==> src/rtl/decode_stage_if.sv <==
// Fetch/register-file/execute bundle around the RV32I decode stage.
// The slave modport is the decode stage's view; master is the surrounding pipeline.
interface decode_stage_if;
    logic        if_valid;
    logic [31:0] if_instr;
    logic [31:0] if_pc;
    logic        id_ready;
    logic [4:0]  rf_rs1;
    logic [4:0]  rf_rs2;
    logic [31:0] rf_r1;
    logic [31:0] rf_r2;
    logic        ex_ready;
    logic        flush;
    logic        ex_valid;
    logic [31:0] ex_pc;
    logic [31:0] ex_op1;
    logic [31:0] ex_op2;
    logic [31:0] ex_imm;
    logic [4:0]  ex_rd;
    logic [6:0]  ex_opcode;
    logic [2:0]  ex_funct3;
    logic        ex_funct7b5;
    logic        ex_reg_write;
    logic        ex_mem_read;
    logic        ex_mem_write;
    logic        ex_illegal;

    modport slave (
        input  if_valid, if_instr, if_pc, rf_r1, rf_r2, ex_ready, flush,
        output id_ready, rf_rs1, rf_rs2, ex_valid, ex_pc, ex_op1, ex_op2, ex_imm, ex_rd,
               ex_opcode, ex_funct3, ex_funct7b5, ex_reg_write, ex_mem_read, ex_mem_write,
               ex_illegal
    );

    modport master (
        output if_valid, if_instr, if_pc, rf_r1, rf_r2, ex_ready, flush,
        input  id_ready, rf_rs1, rf_rs2, ex_valid, ex_pc, ex_op1, ex_op2, ex_imm, ex_rd,
               ex_opcode, ex_funct3, ex_funct7b5, ex_reg_write, ex_mem_read, ex_mem_write,
               ex_illegal
    );
endinterface

==> src/rtl/decode_stage.sv <==
// RV32I decode stage: field/immediate decode, register-file read, load-use stall,
// and the ID/EX pipeline register with hold, bubble and flush handling.
module decode_stage (
    input logic           clk,
    input logic           reset,
    decode_stage_if.slave bus
);
    localparam logic [6:0] OpOp     = 7'b0110011;
    localparam logic [6:0] OpImm    = 7'b0010011;
    localparam logic [6:0] OpLoad   = 7'b0000011;
    localparam logic [6:0] OpJalr   = 7'b1100111;
    localparam logic [6:0] OpStore  = 7'b0100011;
    localparam logic [6:0] OpBranch = 7'b1100011;
    localparam logic [6:0] OpLui    = 7'b0110111;
    localparam logic [6:0] OpAuipc  = 7'b0010111;
    localparam logic [6:0] OpJal    = 7'b1101111;
    localparam logic [6:0] OpSystem = 7'b1110011;

    typedef enum logic [2:0] {FmtR, FmtI, FmtS, FmtB, FmtU, FmtJ, FmtSys, FmtBad} fmt_e;

    typedef struct packed {
        logic        valid;
        logic [31:0] pc;
        logic [31:0] op1;
        logic [31:0] op2;
        logic [31:0] imm;
        logic [4:0]  rd;
        logic [6:0]  opcode;
        logic [2:0]  funct3;
        logic        funct7b5;
        logic        reg_write;
        logic        mem_read;
        logic        mem_write;
        logic        illegal;
    } id_ex_t;

    logic [31:0] instr;
    fmt_e        fmt;
    id_ex_t      dec;
    id_ex_t      ex_d, ex_q;
    logic        use_rs1, use_rs2;
    logic        hazard, adv, id_ready;

    assign instr      = bus.if_instr;
    assign bus.rf_rs1 = instr[19:15];
    assign bus.rf_rs2 = instr[24:20];

    // Any opcode outside the list (including instr[1:0] != 2'b11) is illegal.
    always_comb begin
        case (instr[6:0])
            OpOp:                   fmt = FmtR;
            OpImm, OpLoad, OpJalr:  fmt = FmtI;
            OpStore:                fmt = FmtS;
            OpBranch:               fmt = FmtB;
            OpLui, OpAuipc:         fmt = FmtU;
            OpJal:                  fmt = FmtJ;
            OpSystem:               fmt = FmtSys;
            default:                fmt = FmtBad;
        endcase
    end

    always_comb begin
        dec          = '0;
        dec.valid    = 1'b1;
        dec.pc       = bus.if_pc;
        dec.op1      = bus.rf_r1;
        dec.op2      = bus.rf_r2;
        dec.rd       = instr[11:7];
        dec.opcode   = instr[6:0];
        dec.funct3   = instr[14:12];
        dec.funct7b5 = instr[30];
        case (fmt)
            FmtI:    dec.imm = {{20{instr[31]}}, instr[31:20]};
            FmtS:    dec.imm = {{20{instr[31]}}, instr[31:25], instr[11:7]};
            FmtB:    dec.imm = {{19{instr[31]}}, instr[31], instr[7], instr[30:25],
                                instr[11:8], 1'b0};
            FmtU:    dec.imm = {instr[31:12], 12'b0};
            FmtJ:    dec.imm = {{11{instr[31]}}, instr[31], instr[19:12], instr[20],
                                instr[30:21], 1'b0};
            default: dec.imm = '0;
        endcase
        dec.reg_write = (fmt != FmtS) && (fmt != FmtB) && (fmt != FmtBad) && (dec.rd != 5'd0);
        dec.mem_read  = (instr[6:0] == OpLoad);
        dec.mem_write = (instr[6:0] == OpStore);
        dec.illegal   = (fmt == FmtBad);
    end

    assign use_rs1 = (fmt == FmtR) || (fmt == FmtI) || (fmt == FmtS) || (fmt == FmtB) ||
                     (fmt == FmtSys);
    assign use_rs2 = (fmt == FmtR) || (fmt == FmtS) || (fmt == FmtB);

    // A load in EX can't forward yet; stall a consumer one cycle. x0 never matches.
    assign hazard = ex_q.valid && ex_q.mem_read && (ex_q.rd != 5'd0) &&
                    ((use_rs1 && (bus.rf_rs1 == ex_q.rd)) ||
                     (use_rs2 && (bus.rf_rs2 == ex_q.rd)));

    assign adv      = !ex_q.valid || bus.ex_ready;
    assign id_ready = !reset && adv && !hazard && !bus.flush;

    always_comb begin
        ex_d = ex_q;
        if (reset) begin
            ex_d = '0;
        end else if (bus.flush) begin
            ex_d.valid = 1'b0;
        end else if (adv) begin
            if (bus.if_valid && !hazard) begin
                ex_d = dec;
            end else begin
                ex_d.valid = 1'b0;
            end
        end
    end

    always_ff @(posedge clk) begin
        ex_q <= ex_d;
    end

    assign bus.id_ready     = id_ready;
    assign bus.ex_valid     = ex_q.valid;
    assign bus.ex_pc        = ex_q.pc;
    assign bus.ex_op1       = ex_q.op1;
    assign bus.ex_op2       = ex_q.op2;
    assign bus.ex_imm       = ex_q.imm;
    assign bus.ex_rd        = ex_q.rd;
    assign bus.ex_opcode    = ex_q.opcode;
    assign bus.ex_funct3    = ex_q.funct3;
    assign bus.ex_funct7b5  = ex_q.funct7b5;
    assign bus.ex_reg_write = ex_q.reg_write;
    assign bus.ex_mem_read  = ex_q.mem_read;
    assign bus.ex_mem_write = ex_q.mem_write;
    assign bus.ex_illegal   = ex_q.illegal;
endmodule

==> src/flat_wrapper.sv <==
// flat-port wrapper written by rule: the top's interface ports become plain ports
module decode_stage_flat 
  (clk, reset, bus_if_valid, bus_if_instr, bus_if_pc, bus_rf_r1, bus_rf_r2, bus_ex_ready, bus_flush, bus_id_ready, bus_rf_rs1, bus_rf_rs2, bus_ex_valid, bus_ex_pc, bus_ex_op1, bus_ex_op2, bus_ex_imm, bus_ex_rd, bus_ex_opcode, bus_ex_funct3, bus_ex_funct7b5, bus_ex_reg_write, bus_ex_mem_read, bus_ex_mem_write, bus_ex_illegal);
  decode_stage_if bus_i ();
  input logic clk;
  input logic reset;
  input wire logic [$bits(bus_i.if_valid)-1:0] bus_if_valid;
  input wire logic [$bits(bus_i.if_instr)-1:0] bus_if_instr;
  input wire logic [$bits(bus_i.if_pc)-1:0] bus_if_pc;
  input wire logic [$bits(bus_i.rf_r1)-1:0] bus_rf_r1;
  input wire logic [$bits(bus_i.rf_r2)-1:0] bus_rf_r2;
  input wire logic [$bits(bus_i.ex_ready)-1:0] bus_ex_ready;
  input wire logic [$bits(bus_i.flush)-1:0] bus_flush;
  output wire logic [$bits(bus_i.id_ready)-1:0] bus_id_ready;
  output wire logic [$bits(bus_i.rf_rs1)-1:0] bus_rf_rs1;
  output wire logic [$bits(bus_i.rf_rs2)-1:0] bus_rf_rs2;
  output wire logic [$bits(bus_i.ex_valid)-1:0] bus_ex_valid;
  output wire logic [$bits(bus_i.ex_pc)-1:0] bus_ex_pc;
  output wire logic [$bits(bus_i.ex_op1)-1:0] bus_ex_op1;
  output wire logic [$bits(bus_i.ex_op2)-1:0] bus_ex_op2;
  output wire logic [$bits(bus_i.ex_imm)-1:0] bus_ex_imm;
  output wire logic [$bits(bus_i.ex_rd)-1:0] bus_ex_rd;
  output wire logic [$bits(bus_i.ex_opcode)-1:0] bus_ex_opcode;
  output wire logic [$bits(bus_i.ex_funct3)-1:0] bus_ex_funct3;
  output wire logic [$bits(bus_i.ex_funct7b5)-1:0] bus_ex_funct7b5;
  output wire logic [$bits(bus_i.ex_reg_write)-1:0] bus_ex_reg_write;
  output wire logic [$bits(bus_i.ex_mem_read)-1:0] bus_ex_mem_read;
  output wire logic [$bits(bus_i.ex_mem_write)-1:0] bus_ex_mem_write;
  output wire logic [$bits(bus_i.ex_illegal)-1:0] bus_ex_illegal;
  assign bus_i.if_valid = bus_if_valid;
  assign bus_i.if_instr = bus_if_instr;
  assign bus_i.if_pc = bus_if_pc;
  assign bus_i.rf_r1 = bus_rf_r1;
  assign bus_i.rf_r2 = bus_rf_r2;
  assign bus_i.ex_ready = bus_ex_ready;
  assign bus_i.flush = bus_flush;
  assign bus_id_ready = bus_i.id_ready;
  assign bus_rf_rs1 = bus_i.rf_rs1;
  assign bus_rf_rs2 = bus_i.rf_rs2;
  assign bus_ex_valid = bus_i.ex_valid;
  assign bus_ex_pc = bus_i.ex_pc;
  assign bus_ex_op1 = bus_i.ex_op1;
  assign bus_ex_op2 = bus_i.ex_op2;
  assign bus_ex_imm = bus_i.ex_imm;
  assign bus_ex_rd = bus_i.ex_rd;
  assign bus_ex_opcode = bus_i.ex_opcode;
  assign bus_ex_funct3 = bus_i.ex_funct3;
  assign bus_ex_funct7b5 = bus_i.ex_funct7b5;
  assign bus_ex_reg_write = bus_i.ex_reg_write;
  assign bus_ex_mem_read = bus_i.ex_mem_read;
  assign bus_ex_mem_write = bus_i.ex_mem_write;
  assign bus_ex_illegal = bus_i.ex_illegal;
  decode_stage u_core (.clk(clk), .reset(reset), .bus(bus_i));
endmodule
==> config.mk <==
export PLATFORM = sky130hd
export DESIGN_NAME = decode_stage_flat
export DESIGN_NICKNAME = d
export VERILOG_FILES = /design/src/rtl/decode_stage_if.sv /design/src/rtl/decode_stage.sv /design/src/flat_wrapper.sv
export SDC_FILE = /design/constraint.sdc
export NUM_CORES = 1
export LEC_CHECK = 0
export BUFFER_PORTS_ARGS = -buffer_cell sky130_fd_sc_hd__clkbuf_2
export CORE_MARGIN = 2
export CORE_UTILIZATION = 30
export DETAILED_ROUTE_END_ITERATION = 16
export PLACE_DENSITY = 0.59
export SLEW_MARGIN = 10
export SYNTH_ARGS = -nofsm -noshare
export SYNTH_HDL_FRONTEND = slang
export SYNTH_SLANG_ARGS = --single-unit
==> constraint.sdc <==
create_clock -name clk -period 2.1 [get_ports clk]
set_input_delay 0.21 -clock clk [delete_from_list [all_inputs] [get_ports clk]]
set_output_delay 0.21 -clock clk [all_outputs]
set_load 0.02 [all_outputs]
# ---- Word-level counts from Yosys, hierarchy flattened
# Cells that the tools add are included.
dict set report word_totals {
  wordCells 70
  reg_bits 149
  out_inout_bits 160
}
dict set report op_classes {
  muxes 3
  eq_ne 22
  n_bitwise 1
  n_reduce_logical 31
}
# operator n
set ops {}
lappend ops {{32-bit case mux with 5 select lines} 1}
lappend ops {{7-bit equality test (second input constant)} 4}
lappend ops {{7-bit by 6-bit equality test with 1-bit output (second input constant)} 3}
lappend ops {{3-bit case mux with 7 select lines} 1}
lappend ops {{7-bit by 5-bit equality test with 1-bit output (second input constant)} 2}
lappend ops {{3-bit equality test (second input constant)} 4}
lappend ops {{1-bit logical AND} 12}
lappend ops {{5-bit equality test} 2}
lappend ops {{5-bit nonzero test} 2}
lappend ops {{1-bit logical OR} 8}
lappend ops {{7-bit by 2-bit equality test with 1-bit output (second input constant)} 1}
lappend ops {{3-bit by 2-bit equality test with 1-bit output (second input constant)} 2}
lappend ops {{3-bit by 2-bit inequality test with 1-bit output (second input constant)} 2}
lappend ops {{1-bit zero test} 4}
lappend ops {{2-bit OR reduction} 2}
lappend ops {{3-bit by 1-bit equality test with 1-bit output (second input constant)} 1}
lappend ops {{3-bit zero test} 1}
lappend ops {{3-bit inequality test (second input constant)} 1}
lappend ops {{3-bit AND reduction} 1}
lappend ops {{3-bit OR reduction} 1}
lappend ops {{1-bit 2-to-1 mux} 1}
lappend ops {{1-bit NOT} 1}

# ---- Longest topological paths before layout
# Gate-level depths: netlist of the first run.
dict set report logic_depth {
  word_depth 14
  ltp_mapped 9
  depth_no_buf 5
}

# ---- Worst setup path before layout of the first run
# OpenSTA, ideal clock, no wires.
dict set report synth_timing {
  kind {flip-flop to output port}
  startpoint {reg u_core.ex_q (netlist bit u_core.bus.ex_rd[1])}
  endpoint {out bus_id_ready}
  arrival_time_ns 2.301
  n_path_buf 1
  slack_ns -0.411
  stages_incl_launch_ff 6
  cell_sequence {dfxtp_1 -> or4_1 -> o2111ai_2 -> clkbuf_1 -> a21oi_1 -> nor4_1}
}
dict set report synth_between {
  elab_chain_len 7
  elab_cells_between_ends 11
}
# item line_no
set synth_lines {}
lappend synth_lines {{start, declared} decode_stage.sv:40} ;# id_ex_t ex_d, ex_q;
lappend synth_lines {{start signal, assigned} decode_stage.sv:116} ;# ex_q <= ex_d;
lappend synth_lines {{5-bit equality test (on tied branches)} {decode_stage.sv:94, decode_stage.sv:95}}
lappend synth_lines {{1-bit logical AND (on tied branches)} {decode_stage.sv:94, decode_stage.sv:95}}
lappend synth_lines {{1-bit logical OR} decode_stage.sv:94} ;# ((use_rs1 && (bus.rf_rs1 == ex_q.rd)) ||
lappend synth_lines {{1-bit logical AND *} decode_stage.sv:93} ;# assign hazard = ex_q.valid && ex_q.mem_read && (ex_q.rd != 5'd0) &&
lappend synth_lines {{1-bit zero test *} decode_stage.sv:98} ;# assign id_ready = !reset && adv && !hazard && !bus.flush;
lappend synth_lines {{1-bit logical AND * (2 in series)} decode_stage.sv:98}
lappend synth_lines {{end, declared} flat_wrapper.sv:14} ;# output wire logic [$bits(bus_i.id_ready)-1:0] bus_id_ready;
# Every way passes the cells marked *; elsewhere a longest branch is shown, timed or not.

# ---- Worst setup path in the final report of the first run
# Same ends and word-level chain as after synthesis.

==> metrics.csv, run 1 <==
metric,value,unit
Die Y-Extent,153.8,um
root buffer cell,clkbuf_16,
post-synth top area share,0.4430,
Mapped Area,6734,sq um
final worst slack,-0.01966,ns
reg2reg setup slack,-0.01,ns
Setup WS pre-CTS,0.04708,ns
FP Rows,54,
CP Launch Type,flip-flop,
failing checks,negative setup slack,
power per cell area,787.2,nW/um^2
Tmin final,2.120,ns
Initial Util,0.3067,
clock skew,0.008418,ns
hold violation total from the final report,0,
DPL Wire Length,14920,um
drt wl/cell,15.05,um
"FFs w/ async S/R, synth",0,
outcome,"finished, violations left",
worst skew pair latency,0.43,ns
Die X,153.8,um
Yosys cell types,55,
Post-Synthesis Cells,748,
"EDFF count, synth",0,
CTS H-tree depth,4,
ys flop type,dfxtp_1,
family with the most delay on the worst path,simple AND/OR/NAND/NOR gates,
FMAX,0.4718,GHz
largest net degree at the start of global routing,91,
max_cap viols,0,
first-pass GRT wire length,32090,um
worst-case clock buffer depth,2,
share of cells above drive strength 1,0.3848,
CP max-delay cell,or4_4,
GRT Overall Usage,0.1705,
Final #Nets,1227,
Post-Syn Nets,881,
Final GP Congestion,0.8421,
core footprint,21960,sq um
clk slew on worst S/H paths,0.07,ns
die area,23660,sq um
DRT Pass-1 Iters,5,
RSZ-0062 raised after global routing,true,
CTS tree,built,
final WL,20870,um
"Max FO, Critical Path",2,
TritonCTS Sinks,149,
DRT antenna net count,0,
WS Path Type,flip-flop to output pin,
"count leader, synth",nand2_1,
Tightest Hold Check Type,primary input to flip-flop,
leading cell types by count after synthesis,"253 x nand2_1, 149 x dfxtp_1, 124 x mux2i_1, 40 x clkbuf_1, 18 x buf_4",
Synth Register Bits,149,
leakage,4.869,nW
Final period util,1.009,
vias,6343,
Crit path arrival time,1.91,ns
maximum vdd ir drop,551.5,uV
crit-path max cell delay,0.54,ns
relative slew slack,0.6642,
yosys warns,0,
total global routing overflow,0,
"Avg Cell Area, Syn",9.003,sq um
Min Hold Slack,0.01205,ns
CP required,1.89,ns
top post-synthesis cells by area,"dfxtp_1 44%, mux2i_1 18%, nand2_1 14%",
number of DRC markers in iteration 0,319,
TNS Setup,-0.03242,ns
Area growth syn-to-layout,48.53,%
"Seq/Total Area, Yosys",0.4430,
Final Setup Violations,3,
initial antenna violation count,0,
final core utilization,0.4555,
Yosys top cell by area,dfxtp_1,
DRC,0,
Buf/Inv on CP,1,
worst slew pin tran,0.5026,ns
vias per cell,4.573,
# IOs,293,
ordered cell list for the critical path,or4_4 -> o2111ai_4 -> a21oi_4 -> nor4_4 -> buf_4,
antenna cell count,0,
Setup crit end kind,output pin,
input/output buffers,292,
vias in the first global route,6049,
Final Max Slew Viols,0,
Num CTS Buffers,17,
## registers in the layout, indices dropped and copies added, names as in the netlist, 3 cells and up
| name | count |
|---|---|
| u_core.bus.ex_op1 | 32 |
| u_core.bus.ex_rd | 5 |
| u_core.bus.ex_opcode | 7 |
| u_core.bus.ex_imm | 32 |
| u_core.bus.ex_funct3 | 3 |
| u_core.bus.ex_op2 | 32 |
| u_core.bus.ex_pc | 32 |
## path summary, 6_finish.rpt
kind / startpoint / endpoint / cells after the start
setup / recovery: u_core.bus.ex_rd[1] / bus_id_ready / 5
hold / removal: bus_rf_r1[26] / u_core.bus.ex_op1[26] / 3
setup reg to reg: u_core.bus.ex_rd[1] / u_core.bus.ex_op1[11] / 7
hold reg to reg: u_core.bus.ex_op2[30] / u_core.bus.ex_op2[30] / 2
## worst min-delay path: cells and delay by family
kind                   cells  cell delay [ns]
buffers and inverters      1             0.08
and+or+nand+nor            1             0.04
muxes                      1             0.06
## per-layer routing
metal / up-vias / wire length, um / global-route usage
li1: 3217 / - / -
met1: 2904 / 9244 / 0.2051
met2: 191 / 10020 / 0.2934
met3: 31 / 1153 / 0.04425
met4: 0 / 453 / 0.06364
met5: - / 0 / 0
## where the power goes
| part | internal [mW] | switching [mW] | total, mW | leakage [nW] |
|---|---|---|---|---|
| clock | 1.91 | 1.37 | 3.28 | 0.296 |
| combinational | 0.658 | 0.828 | 1.49 | 3.35 |
| sequential | 3.01 | 0.0964 | 3.11 | 1.22 |
## metrics by stage
stage / cells / power, mW / instance area, sq um
CTS: 1380 / 7.942 / 9873
detailed placement: 1303 / 4.562 / 8780
global route: 1387 / 8.208 / 10000
finish: 1387 / 7.874 / 10000
global placement: 1303 / 4.547 / 8780
floorplan: 748 / 4.004 / 6789
## final cells by class
| type | instances | area [sq um] |
|---|---|---|
| clock inverters | 15 | 195.2 |
| clock buffers | 17 | 425.4 |
| well taps | 280 | 350.3 |
| flip-flops and latches | 149 | 2989 |
| repair buffers | 396 | 2516 |
| inverters | 3 | 16.27 |
| multi-input cells | 527 | 3510 |
| fillers | 2122 | 11960 |
## cells by family after synthesis
group / count (synthesis) / share of synthesized area
DFF: 149 / 0.4430
muxes: 136 / 0.2044
buffers and inverters: 72 / 0.05667
AOI/OAI and AO/OA: 65 / 0.07990
xor gates and xnor gates: 10 / 0.01301
and+or+nand+nor: 316 / 0.2031
## placed cells by master (no fill, tap or decap), types with 11 or more instances in the layout
master | Yosys | layout
a21oi_1 | 16 | 14
buf_12 | 0 | 12
buf_4 | 18 | 48
clkbuf_16 | 0 | 17
clkbuf_2 | 0 | 291
dfxtp_1 | 149 | 146
dlygate4sd3_1 | 0 | 41
mux2_4 | 0 | 11
mux2i_1 | 124 | 123
nand2_1 | 253 | 253
nor2b_1 | 15 | 14
## what timing repair did
action                                  4_1_cts  5_1_grt
resized for setup                             8       19
hold endpoints to repair                     39        2
setup buffers                                 6        5
hold buffers                                 39        2
pin swaps                                     4        0
endpoints found under the setup margin        1      131
(Power assumes the default switching activity.)
==> run 2, diff against run 1 <==
--- a/config.mk
+++ b/config.mk
@@ -10,6 +10,7 @@
 export CORE_UTILIZATION = 30
 export DETAILED_ROUTE_END_ITERATION = 16
 export PLACE_DENSITY = 0.59
+export SETUP_SLACK_MARGIN = 0.2
 export SLEW_MARGIN = 10
 export SYNTH_ARGS = -nofsm -noshare
 export SYNTH_HDL_FRONTEND = slang
==> run 2 against run 1 <==
  * The flow still finishes with violations (negative setup slack)
  * Routed wire length is 4.3% higher
  * Clock power is 4% lower
  * Flip-flop and latch count stayed put
  * Setup slack worse by 0.10 ns
  * Critical endpoint unchanged
  * Highest routed layer unchanged
==> metrics.csv, run 2 (synthesis gave the netlist of run 1 again) <==
metric,value,unit,change
hold violation total from the final report,0,,unchanged
input/output buffers,292,,unchanged
Setup WS pre-CTS,0.06532,ns,was 0.04708 ns
Filler cells,2155,,was 2122
DRC,0,,unchanged
maximum vdd ir drop,385.1,uV,was 551.5 uV
root buffer cell,clkbuf_16,,unchanged
share of cells above drive strength 1,0.4111,,was 0.3848
most frequent cells in the layout,"291 x clkbuf_2, 253 x nand2_1, 143 x dfxtp_1",,"was 291 x clkbuf_2, 253 x nand2_1, 146 x dfxtp_1"
drt wl/cell,15.81,um,was 15.05 um
vias in the first global route,6369,,was 6049
DPL Wire Length,15380,um,was 14920 um
clk slew on worst S/H paths,0.07,ns,about the same
Final #Nets,1218,,was 1227
outcome,"finished, violations left",,unchanged
Crit path arrival time,2.01,ns,was 1.91 ns
GRT Overall Usage,0.1814,,was 0.1705
total global routing overflow,0,,unchanged
Sw Ratio,0.2842,,was 0.2915
Final Max Slew Viols,0,,unchanged
power per cell area,775.2,nW/um^2,was 787.2 nW/um^2
worst-case clock buffer depth,2,,unchanged
final WL,21770,um,was 20870 um
CP Launch Type,flip-flop,,unchanged
Cells after DPL,1301,,was 1303
Final GP Congestion,0.8284,,was 0.8421
first-pass GRT wire length,34040,um,was 32090 um
TritonCTS Sinks,149,,unchanged
Critical R2R Capture,u_core.bus.ex_imm[26],,was u_core.bus.ex_op1[11]
vias,6477,,was 6343
Final Setup Violations,106,,was 3
Die X,153.8,um,unchanged
r2r worst-path depth,10,,was 7
WHS Endpoint,u_core.bus.ex_pc[13],,was u_core.bus.ex_op1[26]
RSZ-0062 raised after global routing,true,,unchanged
Register Area,2995,sq um,was 2989 sq um
hold path cells,3,,unchanged
antenna cell count,0,,unchanged
Tightest Hold Check Type,primary input to flip-flop,,unchanged
ordered cell list for the critical path,or4_4 -> o2111ai_4 -> buf_6 -> a21oi_4 -> nor4_4 -> buf_4,,was or4_4 -> o2111ai_4 -> a21oi_4 -> nor4_4 -> buf_4
Clock Power Share,0.397,,was 0.416
Internal,5.677,mW,was 5.578 mW
NetSw,2.254,mW,was 2.295 mW
# IOs,293,,unchanged
Comb pwr share,0.210,,was 0.189
"commonest non-fill, non-tap cell in the layout",clkbuf_2,,unchanged
worst skew pair latency,0.42,ns,was 0.43 ns
CP required,1.89,ns,about the same
hold_sp,bus_if_pc[13],,was bus_rf_r1[26]
Tmin final,2.220,ns,was 2.120 ns
largest net degree at the start of global routing,99,,was 91
vias per cell,4.704,,was 4.573
FF-to-FF Start,u_core.bus.ex_rd[3],,was u_core.bus.ex_rd[1]
clock skew,0.01168,ns,was 0.008418 ns
initial antenna violation count,0,,unchanged
Initial Util,0.3067,,unchanged
post-route cell area,10230,sq um,was 10000 sq um
failing checks,negative setup slack,,unchanged
Seq pwr share,0.393,,was 0.395
Final period util,1.057,,was 1.009
max_cap viols,0,,unchanged
Num CTS Buffers,17,,unchanged
DRT antenna net count,0,,unchanged
CP max-delay cell,or4_4,,unchanged
crit-path max cell delay,0.54,ns,about the same
Die Y-Extent,153.8,um,unchanged
area of the multi-input gates,3501,sq um,was 3510 sq um
Critical Path Source,u_core.bus.ex_rd[3],,was u_core.bus.ex_rd[1]
Power Total,7.931,mW,was 7.874 mW
die area,23660,sq um,unchanged
reg2reg setup slack,-0.12,ns,was -0.01 ns
FP Rows,54,,unchanged
WS Path Type,flip-flop to output pin,,unchanged
core footprint,21960,sq um,unchanged
CTS H-tree depth,4,,unchanged
leakage,4.991,nW,was 4.869 nW
CTS tree,built,,unchanged
final worst slack,-0.1200,ns,was -0.01966 ns
FMAX,0.4505,GHz,was 0.4718 GHz
relative slew slack,0.6610,,was 0.6642
Area growth syn-to-layout,51.93,%,was 48.53%
Placed Area,8832,sq um,was 8780 sq um
number of DRC markers in iteration 0,372,,was 319
"Cell Count, Final, Fillers Out",1377,,was 1387
"Max FO, Critical Path",3,,was 2
worst slew pin tran,0.5085,ns,was 0.5026 ns
DRT Pass-1 Iters,6,,was 5
Setup crit end kind,output pin,,unchanged
## run 2: cell count changes in the layout (fill, tap and decap cells not counted), moves of 3 or more
cell	before	now
dfxtp_1	146	143
buf_6	3	18
inv_8	3	0
buf_8	1	7
buf_4	48	35
buf_16	0	10
dlygate4sd3_1	41	6
buf_12	12	20
## run 2: critical path: cells and delay by family, from the launching register on
| family | cells | cell delay (ns) |
|---|---|---|
| flip-flops | 1 | 0.35 |
| AO/OA/AOI/OAI | 2 | 0.25 |
| buffers and inverters | 2 | 0.32 |
| AND/OR/NAND/NOR | 2 | 0.67 |
## run 2: layer usage
layer  track usage  part of all wire  vias to the layer above
li1              -                 -                     3201
met1        0.2199              0.43                     2972
met2        0.3024              0.46                      255
met3       0.05299             0.070                       49
met4       0.07343             0.033                        0
met5             0                 0                        -
## run 2: worst max-delay path by stage
stage / endpoint / slack, ns / cells past startpoint
2_1_floorplan: bus_id_ready / 0.04 / 5
3_3_place_gp: bus_id_ready / 0.09 / 6
3_5_place_dp: u_core.bus.ex_imm[29] / 0.07 / 7
4_1_cts: bus_id_ready / -0.15 / 6
5_1_grt: bus_id_ready / -0.20 / 6
6_report: bus_id_ready / -0.12 / 6
## run 2: layout make-up
class / instances / area share
clock buffer: 19 / 0.04537
multi-input combinational: 527 / 0.3422
sequential: 149 / 0.2928
clock inverter: 12 / 0.01382
inverter: 3 / 0.001590
tap: 280 / 0.03424
timing repair buffer: 387 / 0.2700
## run 2: power groups by stage
| stage | Sequential [mW] | Combinational (mW) | Clock [mW] |
|---|---|---|---|
| after global placement | 3.17 | 1.39 | 0 |
| after floorplan | 3.40 | 0.639 | 0 |
| after global routing | 3.14 | 1.78 | 3.37 |
| final | 3.11 | 1.67 | 3.15 |
| after CTS | 3.11 | 1.64 | 3.26 |
| after detailed placement | 3.18 | 1.40 | 0 |
## run 2: per-stage QoR
step | setup TNS, ns | hold WS, ns | utilization
after floorplan | 0 | 0.2808 | -
after global placement | 0 | 0.4407 | 0.4022
after CTS | -3.175 | 0.0006787 | 0.4599
after detailed placement | 0 | 0.4467 | 0.4022
final | -5.316 | 0.02192 | 0.4659
after global routing | -14.99 | 0.004173 | 0.4659
## run 2: what timing repair did
item	in CTS	in global routing
pin swaps	5	6
gates cloned	9	0
setup buffers	21	9
endpoints found under the setup margin	128	149
hold endpoints to repair	6	0
hold buffers	6	0
resized for setup	33	29
